**src/rtl/mm_grader.sv**
```systemverilog
// Zood/Znarly guess grader: grades a guess against the secret code with a fixed-latency
// sequential pair scan, and tracks rounds, win and game-over for the current game.
module mm_grader #(
  parameter int PEGS       = 4,
  parameter int SYM_W      = 3,
  parameter int MAX_ROUNDS = 8,
  localparam int CW = $clog2(PEGS + 1),
  localparam int RW = $clog2(MAX_ROUNDS + 1)
) (
  input  logic                  CLOCK_50,
  input  logic                  reset,
  input  logic                  new_game,
  input  logic [PEGS*SYM_W-1:0] master,
  input  logic [PEGS*SYM_W-1:0] guess,
  input  logic                  grade_req,
  output logic                  busy,
  output logic                  result_valid,
  output logic [CW-1:0]         znarly,
  output logic [CW-1:0]         zood,
  output logic [RW-1:0]         round_num,
  output logic                  game_won,
  output logic                  game_over
);

  localparam int IW = $clog2(PEGS);

  localparam logic [1:0] S_IDLE = 2'd0;
  localparam logic [1:0] S_LOAD = 2'd1;
  localparam logic [1:0] S_SCAN = 2'd2;
  localparam logic [1:0] S_DONE = 2'd3;

  logic [1:0]       state;
  logic [SYM_W-1:0] g_reg [PEGS];
  logic [SYM_W-1:0] m_reg [PEGS];
  logic [PEGS-1:0]  exact;
  logic [PEGS-1:0]  used;
  logic [PEGS-1:0]  done_peg;
  logic [IW-1:0]    idx_i;
  logic [IW-1:0]    idx_j;
  logic [CW-1:0]    acc;

  logic [PEGS-1:0]  exact_in;
  logic [CW-1:0]    exact_cnt;
  logic             scan_hit;
  logic             last_j;
  logic             last_pair;

  // NOTE: blocking assignments are correct here; each loop iteration builds on the previous
  // partial sum, and every output gets a default first so no latch is inferred.
  always_comb begin
    exact_in  = '0;
    exact_cnt = '0;
    for (int k = 0; k < PEGS; k++) begin
      exact_in[k] = (guess[k*SYM_W +: SYM_W] == master[k*SYM_W +: SYM_W]);
      exact_cnt   = exact_cnt + CW'(exact[k]);
    end
  end

  // A pair matches only if neither peg has already been claimed by an exact or zood match.
  assign scan_hit  = ~done_peg[idx_i] & ~used[idx_j] & (g_reg[idx_i] == m_reg[idx_j]);
  assign last_j    = (idx_j == IW'(PEGS - 1));
  assign last_pair = last_j && (idx_i == IW'(PEGS - 1));

  assign busy         = (state != S_IDLE);
  assign result_valid = (state == S_DONE);
  assign game_over    = game_won | (round_num == RW'(MAX_ROUNDS));

  // NOTE: sequential state uses non-blocking assignments only, so every register samples
  // the pre-edge value of every other register.
  always_ff @(posedge CLOCK_50 or posedge reset) begin
    if (reset) begin
      state     <= S_IDLE;
      exact     <= '0;
      used      <= '0;
      done_peg  <= '0;
      idx_i     <= '0;
      idx_j     <= '0;
      acc       <= '0;
      znarly    <= '0;
      zood      <= '0;
      round_num <= '0;
      game_won  <= '0;
      // NOTE: the code registers are small flop arrays, not RAM, so resetting them is cheap
      // and keeps every internal register at a known zero.
      for (int k = 0; k < PEGS; k++) begin
        g_reg[k] <= '0;
        m_reg[k] <= '0;
      end
    end else if (new_game) begin
      state     <= S_IDLE;
      znarly    <= '0;
      zood      <= '0;
      round_num <= '0;
      game_won  <= '0;
    end else begin
      case (state)
        S_IDLE: begin
          if (grade_req && !game_over) state <= S_LOAD;
        end
        S_LOAD: begin
          for (int k = 0; k < PEGS; k++) begin
            g_reg[k] <= guess[k*SYM_W +: SYM_W];
            m_reg[k] <= master[k*SYM_W +: SYM_W];
          end
          exact    <= exact_in;
          used     <= exact_in;
          done_peg <= exact_in;
          acc      <= '0;
          idx_i    <= '0;
          idx_j    <= '0;
          state    <= S_SCAN;
        end
        S_SCAN: begin
          if (scan_hit) begin
            used[idx_j]     <= 1'b1;
            done_peg[idx_i] <= 1'b1;
            acc             <= acc + 1'b1;
          end
          if (last_j) begin
            idx_j <= '0;
            idx_i <= idx_i + 1'b1;
          end else begin
            idx_j <= idx_j + 1'b1;
          end
          if (last_pair) state <= S_DONE;
        end
        S_DONE: begin
          znarly <= exact_cnt;
          zood   <= acc;
          if (round_num != RW'(MAX_ROUNDS)) round_num <= round_num + 1'b1;
          if (exact_cnt == CW'(PEGS)) game_won <= 1'b1;
          state <= S_IDLE;
        end
        default: state <= S_IDLE;
      endcase
    end
  end

endmodule

```
**config.mk**
```make
export PLATFORM = sky130hd
export DESIGN_NAME = mm_grader
export DESIGN_NICKNAME = d
export VERILOG_FILES = /design/src/rtl/mm_grader.sv
export SDC_FILE = /design/constraint.sdc
export NUM_CORES = 1
export LEC_CHECK = 0
export ABC_AREA = 1
export BUFFER_PORTS_ARGS = -buffer_cell sky130_fd_sc_hd__clkbuf_2
export CAP_MARGIN = 15
export CORE_ASPECT_RATIO = 0.5
export CORE_MARGIN = 3
export CORE_UTILIZATION = 45
export CTS_CLUSTER_DIAMETER = 80
export CTS_CLUSTER_SIZE = 8
export DETAILED_ROUTE_END_ITERATION = 10
export PLACE_DENSITY = 0.63
export SLEW_MARGIN = 10
export SYNTH_ARGS = -nofsm -noshare
export SYNTH_HDL_FRONTEND = slang
export SYNTH_SLANG_ARGS = --single-unit
```
**constraint.sdc**
```tcl
create_clock -name CLOCK_50 -period 1.7 [get_ports CLOCK_50]
set_input_delay 0.255 -clock CLOCK_50 [delete_from_list [all_inputs] [get_ports CLOCK_50]]
set_output_delay 0.255 -clock CLOCK_50 [all_outputs]
set_load 0.02 [all_outputs]
```
==> flow_summary.json <==
{
  "die_y_um": 65.1,
  "reg2reg_depth": 6,
  "yosysMostFrequentCell": "nand2_1",
  "reg2reg_slack_ps": 50,
  "num-nets-final": 474,
  "ys_top_cells_by_count": "113 x nand2_1, 56 x dfrtp_1, 45 x nand3_1",
  "antenna_found_initial": 0,
  "grt-ovfl-total": 0,
  "cts_sinks": 56,
  "clock-root-buffer": "clkbuf_16",
  "dpl.hpwl_um": 5580,
  "pre_cts_ws_ps": 4.09,
  "status": "finished, final reports clean",
  "relSlewSlack": 0.700,
  "slowest_stage": "fa_1",
  "grt_pass1_wl_um": 12500,
  "end_kind": "register",
  "synth_edf_count": 0,
  "async_reset_ff_frac": 1.00,
  "synthTopCellsByArea": "dfrtp_1 45%, nand2_1 14%, mux2_2 7.5%",
  "ir_worst_vdd_uv": 599,
  "postSynthAreaPerCell_um2": 8.53,
  "crit_arrival_ps": 1880,
  "cts_max_level": 2,
  "cp-start-kind": "register",
  "fin_area_um2": 3800,
  "hold_viol_final": 0,
  "routed_via_density": 5.11,
  "synth_top_area_share": 0.446,
  "antenna_cells": 0,
  "num_vias": 2640,
  "synth_area_um2": 3140,
  "yosys_register_bits": 56,
  "timing.final.crit_share": 0.973,
  "rows": 20,
  "drive_above_1_share": 0.263,
  "grt_usage": 0.201,
  "grt_pass1_vias": 2612,
  "finalSetupViolCount": 0,
  "critical_path_buf_inv_count": 1,
  "worstPathCellList": "fa_1, ha_2, ha_4, inv_2, nand4_1, a21oi_1",
  "yosys_warnings": 0,
  "finalMaxSlewViolations": 0,
  "io_pins": 42,
  "cp_slowest_stage_delay_ps": 540,
  "crit_family": "adder cells",
  "synthFlopType": "dfrtp_1",
  "p_per_area_nw_per_um2": 1560,
  "drcViolationCount": 0,
  "cts.path.max_buffers": 2,
  "synth_nets": 414,
  "finalCriticalPeriod_ps": 1650,
  "path_clk_slew_ps": 70,
  "layout_setup_ws_ps": 45.8,
  "skew_ps": 5.14,
  "wl_um": 7420,
  "cp_max_fo": 2,
  "ys_types": 26,
  "drv_cap": 0,
  "numPortBuffers": 41,
  "dpl-instance-area_um2": 3590,
  "cp_num_cells": 6,
  "core-area_um2": 6410,
  "rsz0062_at_grt": "true",
  "initial_utilization": 0.490,
  "clk-insertion-delay-late_ps": 300,
  "worstMarginPinSlew_ps": 450,
  "critPathKind": "register to register",
  "dr.first_iter.drc_count": 132,
  "dieWidth_um": 124,
  "globalplace.congestion": 0.859,
  "dieArea_um2": 8080,
  "cts-buffers-inserted": 5,
  "yosys.area.top_type": "dfrtp_1",
  "leakagePower_nw": 1.96,
  "grt_max_degree": 39,
  "cts_tree": "built",
  "fmax_mhz": 605,
  "synth_seq_area_share": 0.446,
  "worstPathRequired_ps": 1930,
  "drtPass1Iterations": 4,
  "wl_per_cell_um": 14.3,
  "synth_cells": 368,
  "ant_nets": 0,
  "min_path_type": "input pin to register",
  "hold_depth": 2,
  "syn2layout_area_growth_pct": 21.1
}
## logic make-up (layout without fill, tap and decap cells)
group	count (synthesis)	after routing	synth area share
mux	21	21	0.0753
fa+ha+maj	18	18	0.0741
flops	56	56	0.446
buf+inv	40	101	0.0618
compound gates	27	27	0.0466
simple gates	192	192	0.257
xor+xnor	14	14	0.0391
## power by group
part / switching [mW] / internal (mW) / total, mW
registers: 0.361 / 1.83 / 2.20
clock network: 0.470 / 0.590 / 1.06
logic: 1.49 / 1.17 / 2.66
## final timing paths
path	start	to
worst max-delay path	exact[3]	game_won
worst min-delay path	new_game	state[0]
worst max register to register	exact[3]	game_won
worst min register to register	used[1]	used[1]
max in group asynchronous	reset	idx_i[0]
min in group asynchronous	reset	round_num[3]
## per-stage QoR
stage          hold slack [ps]  total power, mW  instances   util  TNS [ps]
6_report                   211             5.91        517  0.594         0
5_1_grt                    219             6.45        517  0.594      -498
4_1_cts                    208             5.89        516  0.588         0
3_5_place_dp               276             4.78        507  0.561         0
3_3_place_gp               276             4.66        507  0.561         0
2_1_floorplan              406             4.01        368      -         0
## placed cells by master (no fill, tap or decap), types with 3 or more instances in the layout
master     netlist  layout
nand2_1        113     111
buf_4            1      19
inv_2            1       3
dfrtp_1         56      54
xnor2_1         13      13
buf_12           0       4
nand3_1         45      44
ha_1            17      14
nand4_1          4       4
inv_1           22      20
o21ai_0         14      14
nand2_2          5       6
clkbuf_16        0       5
nor2_1          21      19
clkbuf_2         0      41
mux2_2          21      21
nor3_1           3       3
a21oi_1          9       9
## timing repair
action,CTS,global route
buffers inserted,0,1
setup endpoints to repair,2,14
gates resized for setup,3,10
hold buffers,1,0
pin swaps,3,3
endpoints found under the hold margin,18,0
## area by class of cell
class	instances	area (µm²)
well taps	88	110
fillers	568	2600
clock buffers	8	146
flip-flops and latches	56	1400
multi-input cells	272	1590
inverters	27	106
repair buffers	66	449
## layer usage
metal	GRT usage	up-vias	routed length, µm
li1	-	1315	-
met1	0.283	1252	3650
met2	0.310	66	3290
met3	0.0436	7	407
met4	0.0600	0	70
met5	0	-	0
No activity file was read; power rests on OpenSTA's default activity.
